[config.mk]
export PLATFORM = sky130hd
export DESIGN_NAME = ahb_lite_master_arbiter
export DESIGN_NICKNAME = d
export VERILOG_FILES = /design/src/rtl/ahb_pkg.sv /design/src/rtl/rr_pick.sv /design/src/rtl/ahb_lite_master_arbiter.sv
export SDC_FILE = /design/constraint.sdc
export NUM_CORES = 1
export LEC_CHECK = 0
export BUFFER_PORTS_ARGS = -buffer_cell sky130_fd_sc_hd__buf_2
export CORE_AREA = 4 4 217 219
export DETAILED_ROUTE_END_ITERATION = 10
export DIE_AREA = 0 0 221 223
export PLACE_DENSITY = 0.3
export SETUP_SLACK_MARGIN = 0.2
export SLEW_MARGIN = 20
export SYNTH_ARGS = -nofsm -noshare
export SYNTH_HDL_FRONTEND = slang
export SYNTH_SLANG_ARGS = --single-unit
[constraint.sdc]
create_clock -name HCLK -period 2.96 [get_ports HCLK]
set_clock_uncertainty 0.05 [all_clocks]
set_input_delay 0.296 -clock HCLK [delete_from_list [all_inputs] [get_ports HCLK]]
set_output_delay 0.296 -clock HCLK [all_outputs]
set_load 0.005 [all_outputs]
[src/rtl/ahb_pkg.sv]
`default_nettype none
// ============================================================================
//  Module      : ahb_pkg
//  Description : AHB-Lite transfer-type and transfer-size encodings shared by
//                the master arbiter and the picorv32 core wrappers.
//  Ports       : none (package)
//  Revision    : 1.0  initial release
// ============================================================================
package ahb_pkg;

    typedef enum logic [1:0] {
        TR_IDLE   = 2'b00,
        TR_BUSY   = 2'b01,
        TR_NONSEQ = 2'b10,
        TR_SEQ    = 2'b11
    } htrans_t;

    localparam logic [1:0] HTRANS_IDLE   = 2'b00;
    localparam logic [1:0] HTRANS_NONSEQ = 2'b10;

    localparam logic [2:0] HSIZE_BYTE = 3'b000;
    localparam logic [2:0] HSIZE_HALF = 3'b001;
    localparam logic [2:0] HSIZE_WORD = 3'b010;

    // A transfer is being requested whenever HTRANS[1] is set (NONSEQ/SEQ).
    function automatic logic is_active(input logic [1:0] trans);
        return trans[1];
    endfunction

endpackage : ahb_pkg
`default_nettype wire

[src/rtl/rr_pick.sv]
`default_nettype none
// ============================================================================
//  Module      : rr_pick
//  Description : Combinational round-robin picker. Searches req starting at
//                ptr and wrapping modulo N; returns the first requester.
//                With no requester, gnt parks on ptr and any is low.
//  Ports       : req [N]  request vector
//                ptr [MW] highest-priority index for this search
//                gnt [MW] selected index
//                any      at least one request present
//  Revision    : 1.0  initial release
// ============================================================================
module rr_pick #(
    parameter int N  = 4,
    parameter int MW = $clog2(N)
) (
    input  logic [N-1:0]  req,
    input  logic [MW-1:0] ptr,
    output logic [MW-1:0] gnt,
    output logic          any
);

    // One extra bit so ptr+k never overflows before the modulo fold.
    logic [MW:0] w_idx;

    always_comb begin
        gnt   = ptr;
        any   = 1'b0;
        w_idx = '0;
        for (int k = 0; k < N; k++) begin
            w_idx = {1'b0, ptr} + (MW+1)'(k);
            if (w_idx >= (MW+1)'(N)) begin
                w_idx = w_idx - (MW+1)'(N);
            end
            if (!any && req[w_idx[MW-1:0]]) begin
                gnt = w_idx[MW-1:0];
                any = 1'b1;
            end
        end
    end

endmodule : rr_pick
`default_nettype wire

[src/rtl/ahb_lite_master_arbiter.sv]
`default_nettype none
// ============================================================================
//  Module      : ahb_lite_master_arbiter
//  Description : Shares one AHB-Lite slave port between NUM_MASTERS masters.
//                Round-robin address-phase arbitration, data-phase routing
//                and per-master HREADY stalling (no HBUSREQ/HGRANT).
//  Ports       : HCLK/HRESETn            clock, async active-low reset
//                H*_m [N]                per-master AHB-Lite master ports
//                HADDR..HMASTLOCK        shared address/control to slave
//                HWDATA                  shared write data (data-phase owner)
//                HRDATA/HREADY/HRESP     shared slave response
//                HMASTER                 current address-phase owner
//  Revision    : 1.0  initial release
// ============================================================================
module ahb_lite_master_arbiter
    import ahb_pkg::*;
#(
    parameter  int NUM_MASTERS = 4,
    localparam int MW          = $clog2(NUM_MASTERS)
) (
    input  logic                         HCLK,
    input  logic                         HRESETn,
    // master side
    input  logic [NUM_MASTERS-1:0][31:0] HADDR_m,
    input  logic [NUM_MASTERS-1:0]       HWRITE_m,
    input  logic [NUM_MASTERS-1:0][1:0]  HTRANS_m,
    input  logic [NUM_MASTERS-1:0][2:0]  HSIZE_m,
    input  logic [NUM_MASTERS-1:0][2:0]  HBURST_m,
    input  logic [NUM_MASTERS-1:0][3:0]  HPROT_m,
    input  logic [NUM_MASTERS-1:0]       HMASTLOCK_m,
    input  logic [NUM_MASTERS-1:0][31:0] HWDATA_m,
    output logic [NUM_MASTERS-1:0][31:0] HRDATA_m,
    output logic [NUM_MASTERS-1:0]       HREADY_m,
    output logic [NUM_MASTERS-1:0]       HRESP_m,
    // slave side
    output logic [31:0]                  HADDR,
    output logic                         HWRITE,
    output logic [1:0]                   HTRANS,
    output logic [2:0]                   HSIZE,
    output logic [2:0]                   HBURST,
    output logic [3:0]                   HPROT,
    output logic                         HMASTLOCK,
    output logic [31:0]                  HWDATA,
    input  logic [31:0]                  HRDATA,
    input  logic                         HREADY,
    input  logic                         HRESP,
    output logic [MW-1:0]                HMASTER
);

    localparam logic [MW-1:0] c_last = MW'(NUM_MASTERS - 1);

    logic [MW-1:0]          r_ptr;
    logic                   r_hold;
    logic [MW-1:0]          r_hgnt;
    logic [MW-1:0]          r_d_own;
    logic                   r_d_valid;

    logic [NUM_MASTERS-1:0] w_req;
    logic [MW-1:0]          w_pick;
    logic                   w_any;
    logic [MW-1:0]          w_g;
    logic                   w_req_g;

    genvar gi;
    generate
        for (gi = 0; gi < NUM_MASTERS; gi++) begin : g_req
            assign w_req[gi] = is_active(HTRANS_m[gi]);
        end
    endgenerate

    rr_pick #(
        .N  (NUM_MASTERS),
        .MW (MW)
    ) u_rr_pick (
        .req (w_req),
        .ptr (r_ptr),
        .gnt (w_pick),
        .any (w_any)
    );

    // While a NONSEQ is waited on by the slave the grant is frozen so the
    // address phase on the shared bus stays stable.
    assign w_g     = r_hold ? r_hgnt : w_pick;
    assign w_req_g = r_hold ? w_req[r_hgnt] : w_any;

    // Shared address/control follows the grant combinationally, giving a
    // zero-cycle grant to an uncontended master.
    assign HADDR     = HADDR_m[w_g];
    assign HWRITE    = HWRITE_m[w_g];
    assign HTRANS    = HTRANS_m[w_g];
    assign HSIZE     = HSIZE_m[w_g];
    assign HBURST    = HBURST_m[w_g];
    assign HPROT     = HPROT_m[w_g];
    assign HMASTLOCK = HMASTLOCK_m[w_g];
    assign HMASTER   = w_g;
    assign HWDATA    = HWDATA_m[r_d_own];

    always_ff @(posedge HCLK or negedge HRESETn) begin
        if (!HRESETn) begin
            r_ptr     <= '0;
            r_hold    <= 1'b0;
            r_hgnt    <= '0;
            r_d_own   <= '0;
            r_d_valid <= 1'b0;
        end else if (HREADY) begin
            r_hold <= 1'b0;
            if (w_req_g) begin
                r_d_own   <= w_g;
                r_d_valid <= 1'b1;
                r_ptr     <= (w_g == c_last) ? '0 : w_g + 1'b1;
            end else begin
                r_d_valid <= 1'b0;
            end
        end else if (w_req_g) begin
            r_hold <= 1'b1;
            r_hgnt <= w_g;
        end
    end

    generate
        for (gi = 0; gi < NUM_MASTERS; gi++) begin : g_master
            logic w_is_g;
            logic w_is_d;
            assign w_is_g = (w_g == MW'(gi));
            assign w_is_d = r_d_valid && (r_d_own == MW'(gi));

            assign HRDATA_m[gi] = HRDATA;
            assign HRESP_m[gi]  = w_is_d ? HRESP : 1'b0;
            // A requester that is neither granted nor in its data phase is
            // stalled; an idle master is never held off.
            assign HREADY_m[gi] = (w_is_g || w_is_d) ? HREADY : !w_req[gi];
        end
    endgenerate

endmodule : ahb_lite_master_arbiter
`default_nettype wire

# After elaboration in Yosys (flattened, before gate mapping)
# Cells that the tools add are included.
[totals] register_bits=8 inputBits=348 out_inout_bits=216 elab_cells=106
[classes] add_sub_neg=8 order_cmp=11 eq_ne=6 muxes=52 bitwise_logic=1 n_reduce_logical=23
[op_table] cell="32-bit binary-select mux with 2-bit select" n=2
[op_table] cell="32-bit two-way mux" n=2
[op_table] cell="1-bit two-way mux" n=23
[op_table] cell="2-bit two-way mux" n=11
[op_table] cell="2-bit by 3-bit < comparator with 1-bit output, second input constant" n=7
[op_table] cell="1-bit binary-select mux with 2-bit select" n=7
[op_table] cell="3-bit binary-select mux with 2-bit select" n=2
[op_table] cell="3-bit >= comparator, second input constant" n=3
[op_table] cell="4-bit binary-select mux with 2-bit select" n=1
[op_table] cell="2-bit equality test, second input constant" n=4
[op_table] cell="2-bit by 1-bit subtractor with 2-bit output, second input constant" n=4
[op_table] cell="1-bit logical AND" n=7
[op_table] cell="1-bit zero test" n=7
[op_table] cell="2-bit by 2-bit adder with 3-bit output, second input constant" n=2
[op_table] cell="3-bit two-way mux" n=2
[op_table] cell="2-bit binary-select mux with 2-bit select" n=1
[op_table] cell="2-bit by 1-bit equality test with 1-bit output, second input constant" n=2
[op_table] cell="2-bit zero test" n=2
[op_table] cell="1-bit logical OR" n=4
[op_table] cell="4-bit two-way mux" n=1
[op_table] cell="2-bit AND reduction" n=2
[op_table] cell="2-bit by 1-bit adder with 3-bit output, second input constant" n=1
[op_table] cell="2-bit by 3-bit >= comparator with 1-bit output, second input constant" n=1
[op_table] cell="2-bit by 1-bit adder with 2-bit output, second input constant" n=1
[op_table] cell="2 further kinds" n=2

# Longest topological paths before layout
[depth] word_depth=18 depth_mapped=10 mapped_depth_nobuf=9

# Cells and area by module
# From an unflattened synthesis, not the netlist that was laid out.
[unflattened] hier_cells=499 hier_area_um2=3773.6
[modules_own_cells] module="ahb_lite_master_arbiter" instances=1 cells_each=483 area_each_um2=3677.3 seq_area_each_um2=200.2
[modules_own_cells] module="rr_pick" instances=1 cells_each=16 area_each_um2=96.3 seq_area_each_um2=0.0

# Worst setup path after synthesis
# Ideal clock, no wire load.
[synth_path] kind="register to output" start="register r_ptr[0]" end="output port HADDR[11]" arrival_ps=2074 required_time_ps=2614 path_slack_ps=540 path_stages_with_launch=9 path_buffers=2 cell_sequence="dfrtp_1 or4b_1 a211oi_2 nor2_1 a21o_2 inv_2 buf_6 buf_6 mux4_2"
[synth_via] elab_chain_len=17 elab_cells_between_ends=39 classes_between="7 x add/sub; 4 x order compare; 22 x mux; 6 x reduce/logical"
[synth_lines] element="start, declared" line_no="ahb_lite_master_arbiter.sv:52" source="logic [MW-1:0] r_ptr;"
[synth_lines] element="start signal, assigned" line_no="ahb_lite_master_arbiter.sv:110" source="r_ptr <= (w_g == c_last) ? '0 : w_g + 1'b1;"
[synth_lines] element="branches (longest 13 deep; another with 2-bit by 1-bit adder with 3-bit output)"
[synth_lines] element="2-bit two-way mux (*)" line_no="rr_pick.sv:35" source="if (!any && req[w_idx[MW-1:0]]) begin"
[synth_lines] element="2-bit two-way mux (*)" line_no="ahb_lite_master_arbiter.sv:83" source="assign w_g = r_hold ? r_hgnt : w_pick;"
[synth_lines] element="32-bit binary-select mux with 2-bit select (*)" line_no="ahb_lite_master_arbiter.sv:88" source="assign HADDR = HADDR_m[w_g];"
[synth_lines] element="32-bit two-way mux (implied by the code) (*)" line_no="ahb_lite_master_arbiter.sv:88"
[synth_lines] element="end, declared" line_no="ahb_lite_master_arbiter.sv:36" source="output logic [31:0] HADDR,"
# Mark *: on every way between the ends. The select of a mux whose other input is x is not followed.

# Final worst setup path
[layout_path] start="register r_ptr[0]" end="output port HREADY_m[2]"
[layout_via] elab_chain_len=18 elab_cells_between_ends=40 classes_between="7 x add/sub; 4 x order compare; 1 x eq/ne; 21 x mux; 7 x reduce/logical"
[layout_lines] element="branches (longest 13 deep; another with 2-bit by 1-bit adder with 3-bit output)"
[layout_lines] element="2-bit two-way mux (*)" line_no="rr_pick.sv:35"
[layout_lines] element="2-bit two-way mux (*)" line_no="ahb_lite_master_arbiter.sv:83"
[layout_lines] element="2-bit equality test (*)" line_no="ahb_lite_master_arbiter.sv:124" source="assign w_is_g = (w_g == MW'(gi));"
[layout_lines] element="1-bit logical OR (*)" line_no="ahb_lite_master_arbiter.sv:131" source="assign HREADY_m[gi] = (w_is_g || w_is_d) ? HREADY : !w_req[gi];"
[layout_lines] element="1-bit two-way mux (*)" line_no="ahb_lite_master_arbiter.sv:131"
[layout_lines] element="end, declared" line_no="ahb_lite_master_arbiter.sv:33" source="output logic [NUM_MASTERS-1:0] HREADY_m,"
# Marks and branches as above.

==> flow_summary_export.csv <==
group,metric,value,unit
outcome,outcome,"finished, final reports clean",
yosys,synth-seq-cells,8,
global_route,grt_use_total,7.76,%
yosys,synth_area,3770,sq um
timing,post-route-period-util,97.6,%
yosys,synthArstFlopShare,100,%
final_layout,area_delta_synth_final,70.0,%
yosys,yosysWarnings,0,
timing,min_period,2890,ps
critical_path,reg2reg_slack,440,ps
yosys,synth_enable_flop_cells,0,
yosys,synth_most_common_cell,"buf_4",
timing,clock.fmax,346,MHz
critical_path,r2r_cells,8,
final_layout,final_nets,986,
global_route,grt_pass1_vias,4664,
timing,setup_viol,0,
floorplanning,design.portCount,564,
place,port_buffers,403,
floorplanning,dieArea,49300,sq um
power_and_ir_drop,clock_power_share,4.9,%
global_route,grt_pass1_wl,29400,um
critical_path,end_kind,"output port",
critical_path,crit_path_start,"r_ptr[0]",
detailed_routing,dr.first_iter.drc_count,105,
detailed_routing,vias,4063,
timing,worstMarginPinSlew,517,ps
power_and_ir_drop,seqPwrFrac,5.7,%
yosys,synthCells,333,
detailed_routing,wire_per_inst,17.0,um
power_and_ir_drop,switching_share,39.6,%
floorplanning,rows,78,
clock_network,cts_tree,"done",
timing,slew_headroom,65.1,%
power_and_ir_drop,pwr_density_cell,762,nW/um^2
detailed_routing,ant_nets,0,
worst_hold_path,hp-start,"HREADY",
power_and_ir_drop,p_int,2.95,mW
timing,hold_viol,0,
clock_network,clkTransAtPathRegs,40,ps
floorplanning,coreArea,45100,sq um
yosys,syn_nets,683,
final_layout,design_area,6410,sq um
timing,rsz0062_at_grt,"true",
timing,maxSlewViolCount,0,
yosys,seq_area_frac_synth,5.31,%
place,dpl_cell_area,5640,sq um
critical_path,r2r_end,"r_ptr[1]",
place,gp_congestion,0.816,
clock_network,clockBufferDepth,2,
critical_path,cp.required,2610,ps
power_and_ir_drop,comb_power_share,89.4,%
yosys,synth_commonest_cells,"buf_4 (130), mux4_2 (77), buf_6 (11)",
detailed_routing,drc,0,
global_route,grt_start_max_net_pins,38,
run,drv_cap,0,
yosys,syn_avg_cell_area,11.3,sq um
clock_network,root_buffer,"clkbuf_16",
timing,whs,348,ps
power_and_ir_drop,power,4.89,mW
clock_network,htree_levels,1,
clock_network,cts-buffers-inserted,3,
final_layout,drive_gt1_share,89.0,%
critical_path,cp_max_fo,3,
detailed_routing,via_per_inst,3.28,
critical_path,r2r_start,"r_ptr[0]",
critical_path,endpoint,"HREADY_m[2]",
yosys,yosysUniqueCellTypes,57,
clock_network,cts_sinks,8,
worst_hold_path,hold_path_class,"in2reg",
detailed_routing,first_pass_iters,4,
yosys,yosysTopAreaCell,"mux4_2",
floorplanning,dieWidth,221,um
clock_network,clk_latency,240,ps
critical_path,startpoint_type,"register",
global_route,antenna_found_initial,7,
yosys,ys.flop_type,"dfrtp_1",
detailed_routing,finalWirelength,21000,um
floorplanning,start_util,8.37,%
critical_path,critical_path_class,"reg2out",
power_and_ir_drop,switchingPower,1.93,mW
yosys,synth_top_area_share,46.0,%
critical_path,crit_arrival,2540,ps
power_and_ir_drop,leakagePower,2.92,nW
global_route,overflow,0,
power_and_ir_drop,ir_drop,0.345,mV
yosys,netlist_top_cells_area,"mux4_2 (46%), buf_4 (26%), dfrtp_1 (5.3%)",
floorplanning,chipHeight,223,um
place,dp_hpwl,17700,um
==> flip-flops by register name, summed over array words and instances, names as in the netlist <==
| name | flops |
|---|---|
| r_ptr | 2 |
| r_hgnt | 2 |
| r_hold | 1 |
| r_d_valid | 1 |
| r_d_own | 2 |
==> cell type report <==
type	instances	area, sq um
diodes	2	5.00
clock buffers	4	78.8
fillers	5170	38700
inverters	11	66.3
multi-input cells	161	2460
flip-flops and latches	8	204
well taps	600	751
repair buffers	451	2850
==> power groups by stage <==
stage	clock, mW	combinational (mW)	sequential [mW]
2_1_floorplan	0	2.20	0.197
3_3_place_gp	0	3.47	0.289
3_5_place_dp	0	3.43	0.289
4_1_cts	0.244	3.97	0.281
5_1_grt	0.249	4.70	0.296
6_report	0.241	4.37	0.278
==> routing by layer <==
layer / share of wire (%) / GRT usage [%] / vias up
met3: 10 / 2.79 / 42
li1: - / - / 1771
met4: 2.6 / 2.09 / 8
met5: 0.21 / 0 / -
met2: 52 / 14.7 / 316
met1: 35 / 8.11 / 1926
==> kinds of logic after synthesis <==
family                     synth area share, %
buffers and inverters                     31.9
AOI/OAI and AO/OA                         8.69
DFF                                       5.30
adders and majority gates                0.663
and+or+nand+nor                           5.04
muxes                                     48.4
==> stage by stage <==
step / setup TNS [ps] / instances / worst slack [ps] / util (%)
6_report: 0 / 1237 / 72.4 / 14.2
5_1_grt: -42.0 / 1236 / -17.1 / 14.2
4_1_cts: 0 / 1229 / 2.59 / 13.4
3_5_place_dp: 0 / 1207 / 170 / 12.5
3_3_place_gp: 0 / 1207 / 141 / 12.5
2_1_floorplan: 0 / 333 / 540 / -
==> worst max-delay path, cell delays in order, from the launching register on <==
cell and delay (ps):
dfrtp_1 400, or4b_4 540, a211oi_2 210, nor2_1 80, a21o_2 260, inv_2 80
ha_2 190, a31oi_4 50, nor2_2 170, a21oi_4 60, buf_4 150, buf_2 120
==> timing repair <==
action,4_1_cts,5_1_grt
setup endpoints to repair,47,49
setup buffers,12,3
cloned,5,3
pin swaps,4,9
hold endpoints to repair,8,0
hold buffers,1,0
gates resized for setup,16,49
==> how the worst min path moves through the flow <==
| stage | end | slack (ps) | cells after the start |
|---|---|---|---|
| after global placement | r_hgnt[0] | 110 | 1 |
| final | r_hold | 350 | 2 |
| after CTS | r_hold | 350 | 2 |
| after detailed placement | r_hgnt[0] | 110 | 1 |
| after floorplan | r_d_own[0] | -50 | 0 |
| after global routing | r_hold | 370 | 2 |
==> layout by cell type (no fill, tap or decap), drive strengths merged, types with 4 or more instances in the layout <==
| cell type | Yosys | layout |
|---|---|---|
| a21oi | 7 | 7 |
| a31oi | 4 | 4 |
| buf | 147 | 447 |
| clkbuf | 6 | 7 |
| dfrtp | 8 | 8 |
| inv | 11 | 9 |
| mux2i | 4 | 4 |
| mux4 | 78 | 78 |
| nand2 | 9 | 9 |
| nand2b | 5 | 5 |
| nor2 | 10 | 10 |
| o21ai | 7 | 7 |
(Power assumes the default switching activity.)
